## src/rtl/can_bit_stuffer_pkg.sv

```systemverilog
// Shared CAN bit-level constants and types for the stuffer and destuffer.
// Optional build macro: CAN_STUFF_CNT_EN adds a saturating stuff-bit counter.
package can_pkg;

  localparam int unsigned CAN_STUFF_LEN = 5;
  localparam logic        CAN_RECESSIVE = 1'b1;
  localparam logic        CAN_DOMINANT  = 1'b0;
  localparam int unsigned CAN_RUN_W     = 3;

  // Action taken on a bit-time tick, in priority order.
  typedef enum logic [2:0] {
    ActHold,   // no tick (or tick during reset): everything holds
    ActStuff,  // owed stuff bit goes out, nothing consumed
    ActData,   // stuffed-region bit consumed
    ActRaw,    // bit outside the stuffed region consumed
    ActIdle    // tick with no data: recessive idle bit
  } tick_act_e;

  function automatic logic [7:0] sat_inc8(input logic [7:0] v);
    return (v == 8'hFF) ? v : v + 8'd1;
  endfunction

endpackage

```

## src/rtl/can_bit_stuffer_if.sv

```systemverilog
// Bit-stream handshake between the frame builder and the CAN bit stuffer.
// Optional build macro: CAN_STUFF_CNT_EN adds the stuff_cnt signal.
interface can_bit_stuffer_if;
  logic       tx_tick;
  logic       in_bit;
  logic       in_stf;
  logic       in_valid;
  logic       in_ready;
  logic       TX;
  logic       stuff_bit;
  logic       underrun;
`ifdef CAN_STUFF_CNT_EN
  logic [7:0] stuff_cnt;

  modport master (
    output tx_tick, in_bit, in_stf, in_valid,
    input  in_ready, TX, stuff_bit, underrun, stuff_cnt
  );

  modport slave (
    input  tx_tick, in_bit, in_stf, in_valid,
    output in_ready, TX, stuff_bit, underrun, stuff_cnt
  );
`else
  modport master (
    output tx_tick, in_bit, in_stf, in_valid,
    input  in_ready, TX, stuff_bit, underrun
  );

  modport slave (
    input  tx_tick, in_bit, in_stf, in_valid,
    output in_ready, TX, stuff_bit, underrun
  );
`endif
endinterface

```

## src/rtl/can_bit_stuffer_run_cnt.sv

```systemverilog
// Equal-bit run counter plus last-bit register, shared with the destuffer.
// o_hit flags that pushing i_bit now would complete a run of STUFF_LEN.
module can_run_cnt
  import can_pkg::*;
#(
  parameter int unsigned STUFF_LEN = CAN_STUFF_LEN
) (
  input  logic                 clk,
  input  logic                 reset,
  input  logic                 i_push,
  input  logic                 i_clr,
  input  logic                 i_bit,
  output logic                 o_last,
  output logic [CAN_RUN_W-1:0] o_run,
  output logic                 o_hit
);

  localparam logic [CAN_RUN_W-1:0] LenW = CAN_RUN_W'(STUFF_LEN);

  logic                 r_last;
  logic [CAN_RUN_W-1:0] r_run;
  logic [CAN_RUN_W-1:0] w_run_next;

  // Run length after pushing i_bit; a zero run means no run is open.
  always_comb begin
    w_run_next = CAN_RUN_W'(1);
    if (i_bit == r_last && r_run != '0) begin
      w_run_next = (r_run >= LenW) ? r_run : r_run + CAN_RUN_W'(1);
    end
  end

  assign o_hit  = (w_run_next == LenW);
  assign o_last = r_last;
  assign o_run  = r_run;

  // Push extends/restarts the run; clear closes it but still records the bit.
  always_ff @(posedge clk) begin
    if (reset) begin
      r_last <= CAN_RECESSIVE;
      r_run  <= '0;
    end else if (i_push) begin
      r_last <= i_bit;
      r_run  <= w_run_next;
    end else if (i_clr) begin
      r_last <= i_bit;
      r_run  <= '0;
    end
  end

endmodule

```

## src/rtl/can_bit_stuffer.sv

```systemverilog
// Transmit-side CAN bit stuffer: inserts a complementary bit after STUFF_LEN
// equal bits in the stuffed region; the stuff bit opens the next run.
// Optional build macro: CAN_STUFF_CNT_EN adds stuff_cnt (saturating at 255).
module can_bit_stuffer
  import can_pkg::*;
#(
  parameter int unsigned STUFF_LEN = CAN_STUFF_LEN
) (
  input logic               clk,
  input logic               reset,
  can_bit_stuffer_if.slave  io_bus
);

  tick_act_e            w_act;
  logic                 w_push;
  logic                 w_clr;
  logic                 w_cnt_bit;
  logic                 w_last;
  logic [CAN_RUN_W-1:0] w_run;
  logic                 w_hit;

  logic                 r_tx;
  logic                 r_stuff_bit;
  logic                 r_underrun;
  logic                 r_pending;

  // Decode the tick action; reset masks the tick entirely.
  always_comb begin
    w_act = ActHold;
    if (!reset && io_bus.tx_tick) begin
      if (r_pending) begin
        w_act = ActStuff;
      end else if (io_bus.in_valid) begin
        w_act = io_bus.in_stf ? ActData : ActRaw;
      end else begin
        w_act = ActIdle;
      end
    end
  end

  // Steer the run counter from the decoded action.
  always_comb begin
    w_push    = 1'b0;
    w_clr     = 1'b0;
    w_cnt_bit = CAN_RECESSIVE;
    unique case (w_act)
      ActStuff: begin
        w_push    = 1'b1;
        w_cnt_bit = ~w_last;
      end
      ActData: begin
        w_push    = 1'b1;
        w_cnt_bit = io_bus.in_bit;
      end
      ActRaw: begin
        w_clr     = 1'b1;
        w_cnt_bit = io_bus.in_bit;
      end
      ActIdle: begin
        w_clr     = 1'b1;
        w_cnt_bit = CAN_RECESSIVE;
      end
      default: ;
    endcase
  end

  can_run_cnt #(
    .STUFF_LEN (STUFF_LEN)
  ) u_run_cnt (
    .clk    (clk),
    .reset  (reset),
    .i_push (w_push),
    .i_clr  (w_clr),
    .i_bit  (w_cnt_bit),
    .o_last (w_last),
    .o_run  (w_run),
    .o_hit  (w_hit)
  );

  // Registered bus outputs and the owed-stuff flag; underrun is a 1-clk pulse.
  always_ff @(posedge clk) begin
    if (reset) begin
      r_tx        <= CAN_RECESSIVE;
      r_stuff_bit <= 1'b0;
      r_underrun  <= 1'b0;
      r_pending   <= 1'b0;
    end else begin
      r_underrun <= 1'b0;
      unique case (w_act)
        ActStuff: begin
          r_tx        <= ~w_last;
          r_stuff_bit <= 1'b1;
          r_pending   <= 1'b0;
        end
        ActData: begin
          r_tx        <= io_bus.in_bit;
          r_stuff_bit <= 1'b0;
          r_pending   <= w_hit;
        end
        ActRaw: begin
          r_tx        <= io_bus.in_bit;
          r_stuff_bit <= 1'b0;
        end
        ActIdle: begin
          r_tx        <= CAN_RECESSIVE;
          r_stuff_bit <= 1'b0;
          r_underrun  <= (w_run != '0);
        end
        default: ;
      endcase
    end
  end

  assign io_bus.in_ready  = io_bus.tx_tick & ~r_pending & ~reset;
  assign io_bus.TX        = r_tx;
  assign io_bus.stuff_bit = r_stuff_bit;
  assign io_bus.underrun  = r_underrun;

`ifdef CAN_STUFF_CNT_EN
  logic [7:0] r_stuff_cnt;

  // Count inserted stuff bits, saturating.
  always_ff @(posedge clk) begin
    if (reset) begin
      r_stuff_cnt <= 8'd0;
    end else if (w_act == ActStuff) begin
      r_stuff_cnt <= sat_inc8(r_stuff_cnt);
    end
  end

  assign io_bus.stuff_cnt = r_stuff_cnt;
`endif

endmodule

```

## src/flat_wrapper.sv

```systemverilog
// flat-port wrapper written by rule: the top's interface ports become plain ports
module can_bit_stuffer_flat import can_pkg::*;
#(
  parameter int unsigned STUFF_LEN = CAN_STUFF_LEN
)
  (clk, reset, io_bus_tx_tick, io_bus_in_bit, io_bus_in_stf, io_bus_in_valid, io_bus_in_ready, io_bus_TX, io_bus_stuff_bit, io_bus_underrun);
  can_bit_stuffer_if io_bus_i ();
  input logic clk;
  input logic reset;
  input wire logic [$bits(io_bus_i.tx_tick)-1:0] io_bus_tx_tick;
  input wire logic [$bits(io_bus_i.in_bit)-1:0] io_bus_in_bit;
  input wire logic [$bits(io_bus_i.in_stf)-1:0] io_bus_in_stf;
  input wire logic [$bits(io_bus_i.in_valid)-1:0] io_bus_in_valid;
  output wire logic [$bits(io_bus_i.in_ready)-1:0] io_bus_in_ready;
  output wire logic [$bits(io_bus_i.TX)-1:0] io_bus_TX;
  output wire logic [$bits(io_bus_i.stuff_bit)-1:0] io_bus_stuff_bit;
  output wire logic [$bits(io_bus_i.underrun)-1:0] io_bus_underrun;
  assign io_bus_i.tx_tick = io_bus_tx_tick;
  assign io_bus_i.in_bit = io_bus_in_bit;
  assign io_bus_i.in_stf = io_bus_in_stf;
  assign io_bus_i.in_valid = io_bus_in_valid;
  assign io_bus_in_ready = io_bus_i.in_ready;
  assign io_bus_TX = io_bus_i.TX;
  assign io_bus_stuff_bit = io_bus_i.stuff_bit;
  assign io_bus_underrun = io_bus_i.underrun;
  can_bit_stuffer #(.STUFF_LEN(STUFF_LEN)) u_core (.clk(clk), .reset(reset), .io_bus(io_bus_i));
endmodule
```

## config.mk

```make
export PLATFORM = sky130hd
export DESIGN_NAME = can_bit_stuffer_flat
export DESIGN_NICKNAME = d
export VERILOG_FILES = /design/src/rtl/can_bit_stuffer_pkg.sv /design/src/rtl/can_bit_stuffer_if.sv /design/src/rtl/can_bit_stuffer_run_cnt.sv /design/src/rtl/can_bit_stuffer.sv /design/src/flat_wrapper.sv
export SDC_FILE = /design/constraint.sdc
export NUM_CORES = 1
export LEC_CHECK = 0
export ABC_AREA = 1
export CAP_MARGIN = 20
export CORE_AREA = 2 2 39 41
export DETAILED_ROUTE_END_ITERATION = 10
export DIE_AREA = 0 0 41 43
export PLACE_DENSITY_LB_ADDON = 0.3
export SYNTH_ARGS = -nofsm -noshare
export SYNTH_HDL_FRONTEND = slang
export SYNTH_HIERARCHICAL = 1
export SYNTH_SLANG_ARGS = --single-unit
export TNS_END_PERCENT = 1
```

## constraint.sdc

```tcl
create_clock -name clk -period 1.72 [get_ports clk]
set_input_delay 0.258 -clock clk [delete_from_list [all_inputs] [get_ports clk]]
set_output_delay 0.258 -clock clk [all_outputs]
set_load 0.02 [all_outputs]
```

### Word-level counts from Yosys, hierarchy flattened

Index checks and enable logic that the tools add are counted.

| storage, ports and cells | value |
|---|---|
| register bits | 8 |
| logic and storage cells | 49 |

| operators by class | value |
|---|---|
| add/subtract/negate cells | 1 |
| $lt $le $gt $ge | 1 |
| eq/ne operators | 6 |
| mux-type cells | 16 |
| bitwise operators | 6 |
| reductions and logical operators | 13 |

Operators by type and width:

| cell | number |
|---|---|
| 3-bit 2-to-1 mux | 7 |
| 2-bit OR reduction | 4 |
| 3-bit by 2-bit == test with 1-bit output, second input constant | 2 |
| 3-bit == test, second input constant | 2 |
| 1-bit one-hot mux with 2 select lines | 3 |
| 2-bit nonzero test | 3 |
| 3-bit nonzero test | 2 |
| 1-bit 2-to-1 mux | 5 |
| 1-bit inverter | 4 |
| 3-bit by 1-bit adder with 3-bit output, second input constant | 1 |
| 3-bit by 1-bit == test with 1-bit output, second input constant | 1 |
| 3-bit >= comparator, second input constant | 1 |
| 1-bit one-hot mux with 3 select lines | 1 |
| 3-bit OR reduction | 1 |
| 1-bit AND | 2 |
| 1-bit logical AND | 2 |
| 1-bit == test | 1 |
| 1-bit zero test | 1 |

### Depth between registers and ports, before layout

| depth | value |
|---|---|
| depth in word-level cells | 12 |
| mapped depth | 13 |

### By module

The synthesis kept the hierarchy.

Modules (own cells, without submodules):

| module | instances | cells each | area an instance (um^2) | sequential area each (um^2) |
|---|---|---|---|---|
| can_run_cnt | 1 | 48 | 345.3 | 80.1 |
| can_bit_stuffer | 1 | 35 | 229.0 | 80.1 |

### Least setup slack after synthesis

No wires, ideal clock.

| timing | value |
|---|---|
| path kind | register -> register |
| from | register u_core.r_pending |
| to | register u_core.r_pending |
| setup time | 0.070 ns |
| arrival time | 1.316 ns |
| slack | 0.334 ns |
| cell stages (with the launch flop) | 14 |
| cells stage by stage | dfxtp_1 -> inv_1 -> nand2_1 -> nor2_2 -> nand2_1 -> nand2_2 -> inv_1 -> nand2_1 -> nand2_4 -> nor2_4 -> nand2_1 -> nor3_2 -> nand3_1 -> a21oi_1 |

| on the way | value |
|---|---|
| word-level cells in the longest chain between the ends | 10 |

RTL lines:

| element | line | text |
|---|---|---|
| from (decl) | can_bit_stuffer.sv:25 | `logic r_pending;` |
| from (signal assigned) | can_bit_stuffer.sv:98 | `r_pending <= w_hit;` |
| 3-bit 2-to-1 mux * | can_bit_stuffer.sv:31 | `if (r_pending) begin` |
| 3-bit 2-to-1 mux * | can_bit_stuffer.sv:30 | `if (!reset && io_bus.tx_tick) begin` |
| 3-bit by 2-bit == test with 1-bit output | can_bit_stuffer.sv:46 | `unique case (w_act)` |
| 2-bit OR reduction (no source line) | -- |  |
| 1-bit one-hot mux with 2 select lines * | can_bit_stuffer.sv:46 |  |
| net u_core.w_cnt_bit | can_bit_stuffer.sv:17 | `logic w_cnt_bit;` |
| 1-bit == test * | can_bit_stuffer_run_cnt.sv:27 | `if (i_bit == r_last && r_run != '0) begin` |
| 1-bit logical AND * | can_bit_stuffer_run_cnt.sv:27 |  |
| 3-bit 2-to-1 mux * | can_bit_stuffer_run_cnt.sv:27 |  |
| 3-bit == test * | can_bit_stuffer_run_cnt.sv:32 | `assign o_hit = (w_run_next == LenW);` |
| net u_core.w_hit | can_bit_stuffer.sv:20 | `logic w_hit;` |
| 1-bit one-hot mux with 2 select lines * | can_bit_stuffer.sv:89 | `unique case (w_act)` |

The timed path passes the listed nets; every way through them passes the cells marked *.
A chain may end at the register's enable or synchronous reset.

### Worst setup path after layout

Same ends and word-level chain as after synthesis.

==> results_dict.tcl <==
set metrics [dict create \
    crit_type "register to register" \
    drc_errors 0 \
    synth_top_area_share_pct 27.9 \
    p_per_area_mw_per_mm2 522 \
    cts_max_level 1 \
    mostFrequentLayoutCells "23 x nand2_1, 14 x buf_4, 6 x inv_2, 6 x nand2_2, 6 x dfxtp_1" \
    wl_per_cell_um 10.6 \
    reg2reg_slack_ps 100 \
    worstHoldStart "io_bus_in_valid" \
    drt_iter0_drc 16 \
    syn_area_um2 574 \
    cts.sinks 8 \
    synth_xor_area_share_pct 1.53 \
    whs_ps 328 \
    min_path_type "primary input to register" \
    end_kind "register" \
    synth_top_area_cell "dfxtp_1" \
    synthAdderAreaFrac_pct 6.54 \
    drtPass1Iterations 4 \
    grt_pass1_vias 564 \
    p_leak_nw 0.386 \
    num_rows 14 \
    fin_crit_sh_pct 93.9 \
    synth_top_family_by_area "simple AND/OR/NAND/NOR gates" \
    synthMuxAreaShare_pct 0 \
    holdPathEnd "u_core/io_bus.underrun" \
    cts_buffers 3 \
    place_hpwl_um 948 \
    critPathArrivalTime_ps 1800 \
    cts_hold_buf 0 \
    synth.avg_cell_area_um2 6.92 \
    peakVddDrop_v 0.000359 \
    synth_top_cells_by_area "dfxtp_1 28%, nand2_1 18%, ha_1 6.5%" \
    tightestPinTransition_ps 360 \
    timing.rr.start "u_core/r_pending" \
    ys_seq_area_share_pct 27.9 \
    grt_max_degree 10 \
    die_w_um 41 \
    cts_tree "yes" \
    root_buffer "clkbuf_4" \
    track_usage_pct 18.2 \
    diodes 0 \
    insertion_delay_ps 270 \
    drt-total-wl_um 1310 \
    skew_ps 15.5 \
    grt_pass1_wl_um 2190 \
    initial_core_util_pct 41.5 \
    maxCapViolCount 0 \
    grt_antenna_before_repair 0 \
    drive_above_1_share_pct 41.7 \
    reg2reg_to "u_core/r_pending" \
    layout_commonest_cell "nand2_1" \
    crit_fanout 6 \
    r2r_cells 13 \
    worstHoldPathCells 3 \
    gr-total-overflow 0 \
    synth_compound_area_share_pct 8.50 \
    place_congestion 0.895 \
    port_buffers 9 \
    max_freq_mhz 619 \
    synth_cell_types 23 \
    io_pins 10 \
    finalMaxSlewViolations 0 \
    ant_nets 0 \
    viasPerCell 4.74 \
    dieHeight_um 43 \
    dieArea_mm2 0.00176 \
    startpoint_type "register" \
    clock_path_buffers 2 \
    vias 588 \
    synth-simple-area-share_pct 46.0 \
    synth_seq_cells 8 \
    syn_inst 83 \
    core_mm2 0.00138 \
    hold_viol 0 \
    status "complete, no violations" \
    fin_nets 119 \
    fin_crit_ps 1620 \
    synth_fp_nets 92 \
    ys_warn_count 6 \
    cp.required_ps 1910 \
    clk_pin_slew_worst_paths_ps 70 \
    syn_to_final_growth_pct 44.0 \
    setup_violations 0 \
    relSlewSlack_pct 76.0 \
    fin_util_pct 59.8 \
    fill_cells 122 \
]
-- cells by family (layout without fill, tap and decap cells) --
logic type	after synthesis	in the layout
compound gates	9	9
xor+xnor	1	1
fa+ha+maj	3	3
buf+inv	12	37
flops	8	8
simple gates	50	50
-- critical path, cell delays in order (launching register included) --
cell     delay (ps)
dfxtp_4         360
inv_2            50
nand2_2          50
nor2_4          140
nand2_2          70
nand2_2          70
inv_2            50
nand2_2          70
nand2_4          60
nor2_4          110
nand2_2          50
nor3_2          190
nand3_1         120
a21oi_2         150
-- per-layer routing --
metal / GRT usage, % / share of wire, % / vias up / routed length, um
li1: - / - / 314 / -
met1: 23.4 / 49 / 261 / 635
met2: 26.9 / 45 / 9 / 595
met3: 7.85 / 3.7 / 4 / 48
met4: 5.33 / 2.3 / 0 / 30
met5: 0 / 0 / - / 0
-- worst max path at each step --
| stage | startpoint | endpoint | slack (ps) | cells past startpoint |
|---|---|---|---|---|
| final | u_core/r_pending | u_core/r_pending | 100 | 13 |
| after global routing | u_core/r_pending | u_core/r_pending | -10 | 13 |
| after CTS | io_bus_tx_tick | u_core/r_pending | 20 | 13 |
| after detailed placement | reset | u_core/r_pending | -300 | 14 |
| after global placement | reset | u_core/r_pending | -270 | 14 |
| after floorplan | u_core/r_pending | u_core/r_pending | 330 | 13 |
-- through the flow --
stage               TNS [ps]  cells  setup slack, ps  cell area (um^2)  total power, mW
finish                     0    124              105               827            0.432
global route           -14.8    124            -14.8               827            0.452
CTS                        0    121             16.5               781            0.432
detailed placement      -972    118             -303               756            0.276
global placement        -820    118             -266               756            0.275
floorplan                  0     83              334               574            0.232
-- synth_stat cells --
cell,instances
nand2_1,27
dfxtp_1,8
a21oi_1,6
inv_1,6
nand3_1,5
inv_2,4
nor2_2,4
ha_1,3
nor3_2,3
nand2_2,2
nand2_4,2
nor2_1,2
a21oi_2,1
buf_6,1
inv_4,1
nand3_2,1
nand3b_1,1
nand4_1,1
nor2_4,1
nor3_1,1
o21ai_0,1
o21ai_1,1
xnor2_1,1
-- timing repair --
item,4_1_cts,5_1_grt
cloned,0,0
setup endpoints to repair,2,4
gates resized for setup,3,12
pin swaps,0,9
endpoints found under the hold margin,0,0
setup buffers,0,3
-- where the power goes --
| group | leakage, nW | internal [mW] | switching (mW) | total (mW) |
|---|---|---|---|---|
| clock | 0.0138 | 0.0805 | 0.0753 | 0.156 |
| sequential | 0.0661 | 0.188 | 0.00477 | 0.192 |
| combinational | 0.307 | 0.0412 | 0.0421 | 0.0834 |
-- registers in the layout, indices dropped and copies added (netlist names) --
signal / cells
u_core/io_bus.TX: 1
u_core/u_run_cnt/o_run: 3
u_core/u_run_cnt/o_last: 1
u_core/io_bus.stuff_bit: 1
u_core/r_pending: 1
u_core/io_bus.underrun: 1
-- final cells by class --
cell class                      count  area, um^2  area share [%]
Tap cell                           16        20.0            2.42
Inverter                           11        43.8            5.30
Clock buffer                        3        22.5            2.72
Sequential cell                     8         165            20.0
Multi-Input combinational cell     63         378            45.7
Timing Repair Buffer               23         198            23.9
Note: power is estimated with default switching activity, not from simulation.
